--- src/rtl/fir_run_controller.sv ---
// Run sequencer for one FIR filter pass: clear, coefficient load, stream, drain, done.
// Also tracks output validity through the datapath latency and indexes valid outputs.
module fir_run_controller #(
    parameter int unsigned NumTaps    = 30,
    parameter int unsigned FirLatency = 2,
    parameter int unsigned Timeout    = 1024,
    parameter int unsigned IndexWidth = 16
) (
    input  logic                  clock_i,
    input  logic                  reset_n_i,
    input  logic                  start_i,
    input  logic                  abort_i,
    output logic                  coeff_enable_o,
    input  logic                  coeff_set_flag_i,
    output logic                  data_enable_o,
    input  logic                  data_set_flag_i,
    output logic                  fir_clear_o,
    output logic                  fir_enable_o,
    output logic                  out_valid_o,
    output logic [IndexWidth-1:0] sample_index_o,
    output logic                  busy_o,
    output logic                  done_o,
    output logic                  error_o
);

    localparam int unsigned WdW = (Timeout > 1) ? $clog2(Timeout) : 1;
    localparam int unsigned DrW = (NumTaps > 1) ? $clog2(NumTaps) : 1;
    localparam logic [WdW-1:0] WdMax = WdW'(Timeout - 1);
    localparam logic [DrW-1:0] DrainLoad = DrW'(NumTaps - 1);

    typedef enum logic [2:0] {
        StIdle,
        StClear,
        StLoad,
        StStream,
        StDrain,
        StDone
    } state_e;

    state_e                  state_q, state_d;
    logic [WdW-1:0]          wd_q, wd_d;
    logic [DrW-1:0]          drain_q, drain_d;
    logic [FirLatency-1:0]   pipe_q, pipe_d;
    logic [IndexWidth-1:0]   idx_q, idx_d;
    logic                    err_q, err_d;
    logic                    start_run;
    logic                    flush;

    always_comb begin
        coeff_enable_o = 1'b0;
        data_enable_o  = 1'b0;
        fir_enable_o   = 1'b0;
        fir_clear_o    = 1'b0;
        done_o         = 1'b0;
        busy_o         = (state_q != StIdle);
        unique case (state_q)
            StClear:  fir_clear_o = 1'b1;
            StLoad:   coeff_enable_o = 1'b1;
            StStream: begin
                coeff_enable_o = 1'b1;
                data_enable_o  = 1'b1;
                fir_enable_o   = 1'b1;
            end
            StDrain: begin
                coeff_enable_o = 1'b1;
                fir_enable_o   = 1'b1;
            end
            StDone:   done_o = 1'b1;
            default:  ;
        endcase
    end

    always_comb begin
        state_d   = state_q;
        wd_d      = wd_q;
        drain_d   = drain_q;
        err_d     = err_q;
        start_run = 1'b0;
        flush     = 1'b0;
        unique case (state_q)
            StIdle: begin
                wd_d = '0;
                if (start_i && !abort_i) begin
                    state_d   = StClear;
                    start_run = 1'b1;
                end
            end
            StClear: begin
                wd_d    = '0;
                state_d = StLoad;
            end
            StLoad: begin
                if (coeff_set_flag_i) begin
                    state_d = StStream;
                    wd_d    = '0;
                end else if (wd_q == WdMax) begin
                    state_d = StIdle;
                    err_d   = 1'b1;
                end else begin
                    wd_d = wd_q + 1'b1;
                end
            end
            StStream: begin
                // A completion flag takes priority over a simultaneous watchdog expiry.
                if (data_set_flag_i) begin
                    state_d = (NumTaps > 1) ? StDrain : StDone;
                    drain_d = DrainLoad;
                end else if (wd_q == WdMax) begin
                    state_d = StIdle;
                    err_d   = 1'b1;
                end else begin
                    wd_d = wd_q + 1'b1;
                end
            end
            StDrain: begin
                drain_d = drain_q - 1'b1;
                if (drain_q == DrW'(1)) begin
                    state_d = StDone;
                end
            end
            StDone:  state_d = StIdle;
            default: state_d = StIdle;
        endcase

        if (abort_i && (state_q != StIdle)) begin
            state_d = StIdle;
            flush   = 1'b1;
        end
        if (start_run) begin
            err_d = 1'b0;
        end
    end

    always_comb begin
        pipe_d = (pipe_q << 1) | FirLatency'(fir_enable_o);
        idx_d  = idx_q;
        if (out_valid_o) begin
            idx_d = idx_q + 1'b1;
        end
        // Any leftover tail from a previous run is discarded when a new run starts.
        if (flush || start_run) begin
            pipe_d = '0;
        end
        if (start_run) begin
            idx_d = '0;
        end
    end

    always_ff @(posedge clock_i) begin
        if (!reset_n_i) begin
            state_q <= StIdle;
            wd_q    <= '0;
            drain_q <= '0;
            pipe_q  <= '0;
            idx_q   <= '0;
            err_q   <= 1'b0;
        end else begin
            state_q <= state_d;
            wd_q    <= wd_d;
            drain_q <= drain_d;
            pipe_q  <= pipe_d;
            idx_q   <= idx_d;
            err_q   <= err_d;
        end
    end

    assign out_valid_o    = pipe_q[FirLatency-1];
    assign sample_index_o = idx_q;
    assign error_o        = err_q;

endmodule

--- config.mk ---
export PLATFORM = sky130hd
export DESIGN_NAME = fir_run_controller
export DESIGN_NICKNAME = d
export VERILOG_FILES = /design/src/rtl/fir_run_controller.sv
export SDC_FILE = /design/constraint.sdc
export NUM_CORES = 1
export LEC_CHECK = 0
export CORE_MARGIN = 3
export CORE_UTILIZATION = 53
export CTS_BUF_LIST = sky130_fd_sc_hd__clkbuf_16
export DETAILED_ROUTE_END_ITERATION = 8
export PLACE_DENSITY = 0.79
export SETUP_SLACK_MARGIN = 0.15
export SLEW_MARGIN = 40
export SYNTH_ARGS = -nofsm -noshare
export SYNTH_HDL_FRONTEND = slang
export SYNTH_SLANG_ARGS = --single-unit
--- constraint.sdc ---
create_clock -name clock_i -period 2.3 [get_ports clock_i]
set_input_delay 0.46 -clock clock_i [delete_from_list [all_inputs] [get_ports clock_i]]
set_output_delay 0.46 -clock clock_i [all_outputs]
set_load 0.01 [all_outputs]
# Yosys cells after proc, flatten, opt, wreduce, memory -nomap -nowiden
# Cells that the tools add are included.
# word_totals
reg_bits	37
# op_classes
addsub	3
n_eq_ne	12
mux	24
bitwise	2
reduce_logical	19
# ops
cell	n
10-bit two-way mux	3
10-bit one-hot mux with 3 select lines	1
16-bit by 1-bit adder with 16-bit output, second input constant	1
3-bit two-way mux	5
3-bit one-hot mux with 5 select lines	1
1-bit two-way mux	11
10-bit by 1-bit adder with 10-bit output, second input constant	1
10-bit == test, second input constant	1
2-bit inequality test, second input constant	5
5-bit one-hot mux with 2 select lines	1
2-bit OR reduction	5
3-bit by 2-bit == test with 1-bit output, second input constant	2
3-bit == test, second input constant	2
2-bit AND reduction	3
3-bit nonzero test	2
5-bit by 1-bit == test with 1-bit output, second input constant	1
5-bit two-way mux	1
5-bit by 1-bit subtractor with 5-bit output, second input constant	1
2-bit nonzero test	2
3-bit by 1-bit == test with 1-bit output, second input constant	1
3-bit zero test	1
3-bit AND reduction	1
3-bit OR reduction	1
1-bit logical AND	2
other kinds (5)	5

# Longest topological paths before layout
# Gate-level depths: netlist of the first run.
# logic_depth
ltp_word	6
mapped_depth	6

# Least setup slack after synthesis of the first run
# No wires, ideal clock.
# synth_timing
path_kind	register -> register
startpoint	register idx_q[0] (netlist: sample_index_o[0])
endpoint	register idx_q[14] (netlist: sample_index_o[14])
setup_ns	0.070
arrival_time_ns	1.621
t_required_ns	2.230
path_slack_ns	0.609
path_stages_with_launch	6
path_buffers	0
synth_period_minus_slack_ns	1.691
cell_sequence	dfxtp_1 ha_1 nand3_2 or3_1 or3_1 a21oi_1
# synth_via
elab_chain_len	1
# synth_lines
element	line_no	source
start, declared	44	logic [IndexWidth-1:0] idx_q, idx_d;
start signal, assigned	162	idx_q <= idx_d;
16-bit by 1-bit adder with 16-bit output	138	idx_d = idx_q + 1'b1;
# No other way between the ends.
# A chain may end at the register's enable or synchronous reset.

# Worst setup path in the final report of the first run
# layout_timing
startpoint	register state_q[0]
endpoint	output fir_enable_o
# layout_via
elab_chain_len	3
word_cells_on_any_way	4
cone_classes	eq/ne: 2; mux: 1; reduce/logical: 1
# layout_lines
element	line_no	source
start, declared	40	state_e state_q, state_d;
start signal, assigned	151	state_q <= StIdle;
start signal, assigned	158	state_q <= state_d;
3-bit == test or 3-bit by 2-bit == test with 1-bit output (tied branches)	56	unique case (state_q)
2-bit OR reduction (no source line) *	n/a	
1-bit two-way mux *	56	
end, declared	18	output logic fir_enable_o,
# Mark *: on every way between the ends. The rest lies on a longest branch, timed or not.

==> results of run 1 <==
registers in the layout, summed over array words and instances, names as in the netlist:
register        flops
error_o             1
sample_index_o     16
pipe_q              2
state_q             3
wd_q               10
drain_q             5
power by group:
group          switching [W]  internal (W)
Sequential        0.00000106      0.000643
Clock               0.000240      0.000391
Combinational      0.0000299     0.0000251
cells by family (layout without fill, tap and decap cells):
kind of cell / count (synthesis) / in the layout / share of synthesized area
buffers and inverters: 18 / 53 / 0.03929
AOI/OAI and AO/OA: 44 / 44 / 0.1504
DFF: 37 / 37 / 0.4011
muxes: 3 / 3 / 0.01626
and+or+nand+nor: 98 / 98 / 0.2995
xor gates and xnor gates: 14 / 14 / 0.06640
adders and majority gates: 4 / 4 / 0.02710
what timing repair did:
action	in CTS	in global routing
gates cloned	0	0
gates resized for setup	2	3
setup endpoints to repair	3	4
worst paths after layout:
| path | start | to | slack [ns] |
|---|---|---|---|
| worst min-delay path | pipe_q[0] | pipe_q[1] | 0.45 |
| worst max register to register | sample_index_o[0] | sample_index_o[14] | 0.56 |
| worst max-delay path | state_q[0] | fir_enable_o | 0.20 |
| worst min register to register | pipe_q[0] | pipe_q[1] | 0.45 |
synthesized netlist by cell type (2+ instances only):
library cell	number
nor2_1	23
nor3b_1	2
inv_1	10
and3_1	4
nand2_1	17
nor3_1	6
a21oi_1	19
xor2_1	6
nand2b_1	5
or3_2	2
dfxtp_1	37
o21ai_0	8
mux2i_1	3
ha_1	4
nand4_1	3
clkbuf_1	4
a31oi_1	2
buf_2	3
nand4_4	2
or3_1	9
a41oi_1	3
nand3_1	10
nor4_1	4
xnor2_1	8
critical path, stage by stage, from the launching register on:
cell,delay (ns)
dfxtp_1,0.30
or3b_4,0.45
nand2_1,0.09
clkdlybuf4s50_1,0.53
through the flow:
| stage | area (um^2) | setup slack, ns | total power, W |
|---|---|---|---|
| floorplan | 1847 | 0.6088 | 0.0006848 |
| global placement | 2202 | 0.3609 | 0.0007129 |
| detailed placement | 2202 | 0.3405 | 0.0007129 |
| CTS | 2345 | 0.1480 | 0.001340 |
| global route | 2352 | 0.1320 | 0.001375 |
| finish | 2352 | 0.1994 | 0.001330 |
cells in the final DEF, fill, tap and decap left out, types with 2 or more instances in the layout:
cell,count
dfxtp_1,37
clkdlybuf4s50_1,27
nor2_1,23
a21oi_1,19
nand2_1,16
inv_1,10
nand3_1,10
or3_1,9
o21ai_0,8
xnor2_1,8
xor2_1,6
nor3_1,6
buf_4,6
nand2b_1,5
clkbuf_16,5
and3_1,4
nor4_1,4
ha_1,4
nand4_1,3
mux2i_1,3
a41oi_1,3
nor3b_1,2
a31oi_1,2
nand4_4,2
or3_2,2
clkinv_1,2
dlymetal6s2s_1,2
final cells by class:
type                            count  area, um^2
Tap cell                           44       55.05
Multi-Input combinational cell    163        1041
Clock buffer                        5       125.1
Timing Repair Buffer               35       340.3
Sequential cell                    37       740.7
Clock inverter                      3       12.51
Inverter                           10       37.54
Fill cell                         254       825.8
layer usage:
metal,track usage,up-vias
li1,-,851
met1,0.2586,763
met2,0.3423,30
met3,0.04679,5
met4,0.07254,0
met5,0,-
==> results.sh, run 1 <==
export IMPL_status="finished, final reports clean"
export IMPL_clock_skew_ns=0.004318
export IMPL_async_reset_ff_frac=0
export IMPL_cts_max_level=2
export IMPL_fp_dieH_um=65.03
export IMPL_drt_wirelength_per_cell_um=12.61
export IMPL_required_ns=1.84
export IMPL_cts_tree="done"
export IMPL_hold_path_class="reg -> reg"
export IMPL_maxCapViolCount=0
export IMPL_worst_pin_slew_ns=0.6044
export IMPL_drc=0
export IMPL_syn_avg_cell_area_um2=8.471
export IMPL_max_freq_mhz=476.1
export IMPL_period_needed_ns=2.101
export IMPL_arrival_ns=1.64
export IMPL_design_core_area_um2=3178
export IMPL_synth_nets=228
export IMPL_first_pass_iters=5
export IMPL_fp_dieArea_um2=4229
export IMPL_wl_met2_mm=1.782
export IMPL_setup_violations=0
export IMPL_die_x_um=65.03
export IMPL_ys_seq_elements=37
export IMPL_portBuffers=29
export IMPL_clk_pin_slew_worst_paths_ns=0.05
export IMPL_synth_edff_count=0
export IMPL_postRouteAntennaNets=0
export IMPL_p_leak_nw=0.8695
export IMPL_grt_use_total=0.2050
export IMPL_synth_area_um2=1847
export IMPL_critPathLaunchType="flop"
export IMPL_ir_worst_vdd_v=0.0006206
export IMPL_vias=1649
export IMPL_powerDensity_nw_per_um2=565.5
export IMPL_cts_buffers=5
export IMPL_synth_area_top_cells="dfxtp_1 (40%), a21oi_1 (5.1%), nor2_1 (4.7%), xnor2_1 (3.8%), nand2_1 (3.5%)"
export IMPL_antenna_found_initial=0
export IMPL_wirelength_mm=3.746
export IMPL_synthFlopType="dfxtp_1"
export IMPL_drv_slew=0
export IMPL_final_layout_size_suffix_gt1_frac=0.1067
export IMPL_dp_cells=289
export IMPL_holdBufCountCts=0
export IMPL_globalplace_congestion=0.7578
export IMPL_place_hpwl_mm=2.635
export IMPL_insertion_delay_ns=0.28
export IMPL_viasPerCell=5.552
export IMPL_grt_overflow=0
export IMPL_wl_met3_um=168
export IMPL_finalHoldViolations=0
export IMPL_fin_tns_setup_ns=0
export IMPL_first_iter_violations=143
export IMPL_rsz0062_at_grt="yes"
export IMPL_synth_yosys_warnings=0
export IMPL_worst_setup_path_end_kind="output port"
export IMPL_postCtsSetupBuffers=0
export IMPL_syn_inst=218
export IMPL_path_max_fanout=9
export IMPL_grt_max_degree=18
export IMPL_fin_hold_ws_ns=0.4510
export IMPL_area_growth_pct=27.37
export IMPL_synth_top_area_share=0.4011
export IMPL_cts_sinks=37
export IMPL_crit_type="reg -> out"
export IMPL_highest_layer="met4"
export IMPL_start_util=0.5811
export IMPL_seq_area_frac_synth=0.4011
export IMPL_clk_root_buffer_cell="clkbuf_16"
export IMPL_wl_met1_mm=1.747
export IMPL_finalCritPeriodShare=0.9133
export IMPL_fin_nets=262
export IMPL_hold_depth=1
export IMPL_fin_cells=297
export IMPL_num_rows=20
export IMPL_clockBufferDepth=2
export IMPL_synth_largest_area_cell="dfxtp_1"
export IMPL_post_synth_num_cell_types=48
export IMPL_diodes=0
export IMPL_utilization=0.7402
export IMPL_grt_pass1_wl_mm=6.941
export IMPL_grt_pass1_vias=1569
export IMPL_r2r_cells=5
export IMPL_ios=30
export IMPL_maxSlewHeadroom=0.5947
(Power assumes the default switching activity.)
==> run 2, diff against run 1 <==
--- a/config.mk
+++ b/config.mk
@@ -5,11 +5,13 @@
 export SDC_FILE = /design/constraint.sdc
 export NUM_CORES = 1
 export LEC_CHECK = 0
+export CELL_PAD_IN_SITES_DETAIL_PLACEMENT = 0
+export CELL_PAD_IN_SITES_GLOBAL_PLACEMENT = 1
 export CORE_MARGIN = 3
-export CORE_UTILIZATION = 53
+export CORE_UTILIZATION = 39
 export CTS_BUF_LIST = sky130_fd_sc_hd__clkbuf_16
 export DETAILED_ROUTE_END_ITERATION = 8
-export PLACE_DENSITY = 0.79
+export PLACE_DENSITY_LB_ADDON = 0.1
 export SETUP_SLACK_MARGIN = 0.15
 export SLEW_MARGIN = 40
 export SYNTH_ARGS = -nofsm -noshare
==> results.sh, run 2 (synthesized netlist as in run 1, its figures left out) <==
export IMPL_status="finished, final reports clean"
export IMPL_utilization=0.5350
export IMPL_p_total_w=0.001443
export IMPL_area_growth_pct=29.61
export IMPL_max_freq_mhz=481.6
export IMPL_wl_met3_um=163
export IMPL_path_max_fanout=3
export IMPL_antenna_found_initial=0
export IMPL_hold_depth=1
export IMPL_worst_pin_slew_ns=0.6205
export IMPL_cts_buffers=5
export IMPL_grt_pass1_vias=1368
export IMPL_final_cell_mix="dfxtp_1 (37), clkdlybuf4s50_1 (27), nor2_1 (23)"
export IMPL_final_common_cell="dfxtp_1"
export IMPL_finalHoldViolations=0
export IMPL_maxSlewHeadroom=0.5854
export IMPL_design_core_area_um2=4474
export IMPL_grt_use_total=0.1492
export IMPL_clockBufferDepth=2
export IMPL_first_iter_violations=72
export IMPL_portBuffers=29
export IMPL_wl_met2_mm=1.767
export IMPL_power_switching_w=0.0002718
export IMPL_fp_dieArea_um2=5597
export IMPL_wl_met1_mm=1.860
export IMPL_clock_skew_ns=0.003637
export IMPL_drv_slew=0
export IMPL_critPathLaunchType="flop"
export IMPL_swShare=0.1884
export IMPL_setup_slack_ns=0.2235
export IMPL_viasPerCell=5.212
export IMPL_powerDensity_nw_per_um2=602.7
export IMPL_fin_tns_setup_ns=0
export IMPL_ios=30
export IMPL_clk_root_buffer_cell="clkbuf_16"
export IMPL_maxCapViolCount=0
export IMPL_period_needed_ns=2.077
export IMPL_wirelength_mm=3.838
export IMPL_rsz0062_at_grt="no"
export IMPL_p_leak_nw=0.8751
export IMPL_min_to="pipe_q[1]"
export IMPL_hold_path_class="reg -> reg"
export IMPL_ir_worst_vdd_v=0.0003129
export IMPL_r2r_start="sample_index_o[0]"
export IMPL_holdBufCountCts=0
export IMPL_fp_dieH_um=74.82
export IMPL_num_rows=24
export IMPL_highest_layer="met4"
export IMPL_place_hpwl_mm=2.805
export IMPL_fin_nets=263
export IMPL_required_ns=1.84
export IMPL_largest_reg_flops=16
export IMPL_combPwrFrac=0.039
export IMPL_cts_tree="done"
export IMPL_clk_pin_slew_worst_paths_ns=0.05
export IMPL_reg2reg_to="sample_index_o[14]"
export IMPL_first_pass_iters=4
export IMPL_rrSetupSlack_ns=0.56
export IMPL_p_int_w=0.001171
export IMPL_diodes=0
export IMPL_p_clk_frac=0.515
export IMPL_finalCritPeriodShare=0.9028
export IMPL_r2r_cells=5
export IMPL_grt_max_degree=18
export IMPL_grt_overflow=0
export IMPL_fin_hold_ws_ns=0.4529
export IMPL_postRouteAntennaNets=0
export IMPL_nFillCells=447
export IMPL_globalplace_congestion=0.8413
export IMPL_crit_type="reg -> out"
export IMPL_hold_start="pipe_q[0]"
export IMPL_insertion_delay_ns=0.27
export IMPL_drc=0
export IMPL_final_layout_size_suffix_gt1_frac=0.1063
export IMPL_worst_setup_path_end_kind="output port"
export IMPL_dp_slack_ns=0.3344
export IMPL_drt_wirelength_per_cell_um=12.54
export IMPL_grt_pass1_wl_mm=6.368
export IMPL_vias=1595
export IMPL_start_util=0.4128
export IMPL_die_x_um=74.82
export IMPL_setup_violations=0
export IMPL_cts_sinks=37
export IMPL_cts_max_level=2
export IMPL_seqPwrFrac=0.447
export IMPL_arrival_ns=1.62
-- run 2: worst max path at each step --
stage	from	end	cells past startpoint
2_1_floorplan	sample_index_o[0]	sample_index_o[14]	5
3_3_place_gp	state_q[0]	coeff_enable_o	3
3_5_place_dp	state_q[2]	coeff_enable_o	3
4_1_cts	state_q[2]	coeff_enable_o	3
5_1_grt	state_q[2]	data_enable_o	5
6_report	state_q[1]	fir_enable_o	3
-- run 2: per-layer routing --
layer,GRT usage,up-vias
met4,0.06522,0
met3,0.04005,4
li1,-,852
met1,0.2026,712
met5,0,-
met2,0.2224,27
-- run 2: repair_timing --
action / 4_1_cts / 5_1_grt
pin swaps: 0 / 1
buffers inserted: 0 / 1
setup endpoints to repair: 4 / 3
resized for setup: 3 / 2
-- run 2: cell type report --
class | count | area, um^2 | share of cell area
multi-input cells | 163 | 1044 | 0.4360
repair buffers | 36 | 344.1 | 0.1438
well taps | 52 | 65.06 | 0.02718
clock inverters | 3 | 37.54 | 0.01568
inverters | 10 | 37.54 | 0.01568
flip-flops and latches | 37 | 740.7 | 0.3095
clock buffers | 5 | 125.1 | 0.05227
-- run 2: critical path, stage by stage, from the launching register on --
cell and delay (ns):
dfxtp_1 0.34, or3b_4 0.40, nand2_1 0.07, clkdlybuf4s50_1 0.53
-- run 2: power groups by stage --
stage	Sequential, W	Clock, W	Combinational [W]
5_1_grt	0.000644	0.000797	0.0000614
3_3_place_gp	0.000658	0	0.0000569
4_1_cts	0.000644	0.000777	0.0000560
2_1_floorplan	0.000658	0	0.0000267
6_report	0.000644	0.000742	0.0000559
3_5_place_dp	0.000658	0	0.0000563
-- run 2: stage by stage --
stage          cells  area [um^2]
2_1_floorplan    218         1847
3_3_place_gp     297         2212
3_5_place_dp     297         2212
4_1_cts          305         2379
5_1_grt          306         2394
6_report         306         2394
==> run 3, diff against run 2 <==
--- a/config.mk
+++ b/config.mk
@@ -8,7 +8,7 @@
 export CELL_PAD_IN_SITES_DETAIL_PLACEMENT = 0
 export CELL_PAD_IN_SITES_GLOBAL_PLACEMENT = 1
 export CORE_MARGIN = 3
-export CORE_UTILIZATION = 39
+export CORE_UTILIZATION = 30
 export CTS_BUF_LIST = sky130_fd_sc_hd__clkbuf_16
 export DETAILED_ROUTE_END_ITERATION = 8
 export PLACE_DENSITY_LB_ADDON = 0.1
==> results.sh, run 3 (synthesized netlist as in run 1, its figures left out) <==
export IMPL_slowest_delay_ns=0.57
export IMPL_max_freq_mhz=489.8
export IMPL_clk_pin_slew_worst_paths_ns=0.05
export IMPL_grt_pass1_vias=1509
export IMPL_r2r_start="sample_index_o[0]"
export IMPL_rrSetupSlack_ns=0.52
export IMPL_final_cell_mix="dfxtp_1 (35), clkdlybuf4s50_1 (26), nor2_1 (23)"
export IMPL_ios=30
export IMPL_r2r_cells=5
export IMPL_clock_skew_ns=0.005160
export IMPL_clockBufferDepth=2
export IMPL_reg2reg_to="sample_index_o[14]"
export IMPL_setup_violations=0
export IMPL_required_ns=1.84
export IMPL_utilization=0.4150
export IMPL_antenna_found_initial=0
export IMPL_drv_slew=0
export IMPL_worst_pin_slew_ns=0.6138
export IMPL_drc=0
export IMPL_grt_pass1_wl_mm=7.107
export IMPL_hold_path_class="reg -> reg"
export IMPL_crit_family="buffers and inverters"
export IMPL_finalHoldViolations=0
export IMPL_place_hpwl_mm=3.045
export IMPL_setup_worst_path_start="state_q[0]"
export IMPL_clk_root_buffer_cell="clkbuf_16"
export IMPL_largest_reg_flops=16
export IMPL_design_core_area_um2=5743
export IMPL_p_leak_nw=0.8505
export IMPL_die_x_um=84.46
export IMPL_crit_type="reg -> out"
export IMPL_vias=1652
export IMPL_path_max_fanout=13
export IMPL_worst_setup_path_end_kind="output port"
export IMPL_path_buf_inv=2
export IMPL_cts_max_level=2
export IMPL_arrival_ns=1.58
export IMPL_maxSlewHeadroom=0.5899
export IMPL_grt_max_degree=18
export IMPL_insertion_delay_ns=0.28
export IMPL_grt_overflow=0
export IMPL_final_design_area_no_fill_um2=2384
export IMPL_fin_nets=263
export IMPL_crit_slowest_cell="clkdlybuf4s50_1"
export IMPL_grt_use_total=0.1227
export IMPL_diodes=0
export IMPL_maxCapViolCount=0
export IMPL_powerDensity_nw_per_um2=558.8
export IMPL_period_needed_ns=2.042
export IMPL_first_iter_violations=113
export IMPL_dpl_cell_area_um2=2245
export IMPL_globalplace_congestion=0.7879
export IMPL_area_growth_pct=29.07
export IMPL_crit_chain="buf_4, nor3b_1, clkdlybuf4s50_1"
export IMPL_fp_dieH_um=84.46
export IMPL_final_layout_size_suffix_gt1_frac=0.1107
export IMPL_final_common_cell="dfxtp_1"
export IMPL_portBuffers=29
export IMPL_hold_start="pipe_q[0]"
export IMPL_fin_tns_setup_ns=0
export IMPL_first_pass_iters=4
export IMPL_fp_dieArea_um2=7133
export IMPL_holdBufCountCts=0
export IMPL_min_to="pipe_q[1]"
export IMPL_drt_wirelength_per_cell_um=13.03
export IMPL_wirelength_mm=4.234
export IMPL_num_rows=27
export IMPL_cts_tree="done"
export IMPL_nFillCells=603
export IMPL_postCtsSetupBuffers=0
export IMPL_rsz0062_at_grt="no"
export IMPL_viasPerCell=5.083
export IMPL_postRouteAntennaNets=0
export IMPL_finalCritPeriodShare=0.8877
export IMPL_status="finished, final reports clean"
export IMPL_ir_worst_vdd_v=0.0003255
export IMPL_critPathLaunchType="flop"
export IMPL_hold_depth=1
export IMPL_start_util=0.3216
export IMPL_cts_sinks=37
export IMPL_cts_buffers=5
run 3: through the flow:
| step | total power [W] | setup WS [ns] | hold slack (ns) | instances |
|---|---|---|---|---|
| 2_1_floorplan | 0.0006848 | 0.6088 | 0.4290 | 218 |
| 3_3_place_gp | 0.0007162 | 0.3270 | 0.4589 | 318 |
| 3_5_place_dp | 0.0007147 | 0.3332 | 0.4483 | 318 |
| 4_1_cts | 0.001354 | 0.1736 | 0.4616 | 325 |
| 5_1_grt | 0.001393 | 0.2000 | 0.4897 | 325 |
| 6_report | 0.001332 | 0.2583 | 0.4567 | 325 |
run 3: repair_timing:
item,in CTS,in global routing
resized for setup,5,2
endpoints found under the setup margin,4,1
gates cloned,0,0
endpoints found under the hold margin,0,0
run 3: routing by layer:
metal  global-route usage  vias up  routed length (um)  part of all wire
met1               0.1594      765                2178              0.51
met3              0.04220        5                 132             0.031
met4              0.04317        0                  44             0.010
met2               0.1894       27                1879              0.44
li1                     -      855                   -                 -
met5                    0        -                   0                 0
run 3: layout make-up:
type | count | area, um^2 | share of cell area
repair buffers | 36 | 339.1 | 0.1423
multi-input cells | 163 | 1041 | 0.4367
well taps | 72 | 90.09 | 0.03780
clock inverters | 2 | 7.507 | 0.003150
clock buffers | 5 | 125.1 | 0.05249
inverters | 10 | 37.54 | 0.01575
flip-flops and latches | 37 | 743.2 | 0.3118
run 3: power by group:
part	leakage (nW)	internal [W]	switching, W
Clock	0.0685	0.000387	0.000245
Combinational	0.483	0.0000246	0.0000306
Sequential	0.299	0.000643	0.00000167
run 3: worst max-delay path by stage:
stage,slack (ns),cells past startpoint,end
3_3_place_gp,0.33,3,coeff_enable_o
2_1_floorplan,0.61,5,sample_index_o[14]
6_report,0.26,3,fir_clear_o
4_1_cts,0.17,4,data_enable_o
3_5_place_dp,0.33,3,coeff_enable_o
5_1_grt,0.20,3,fir_clear_o
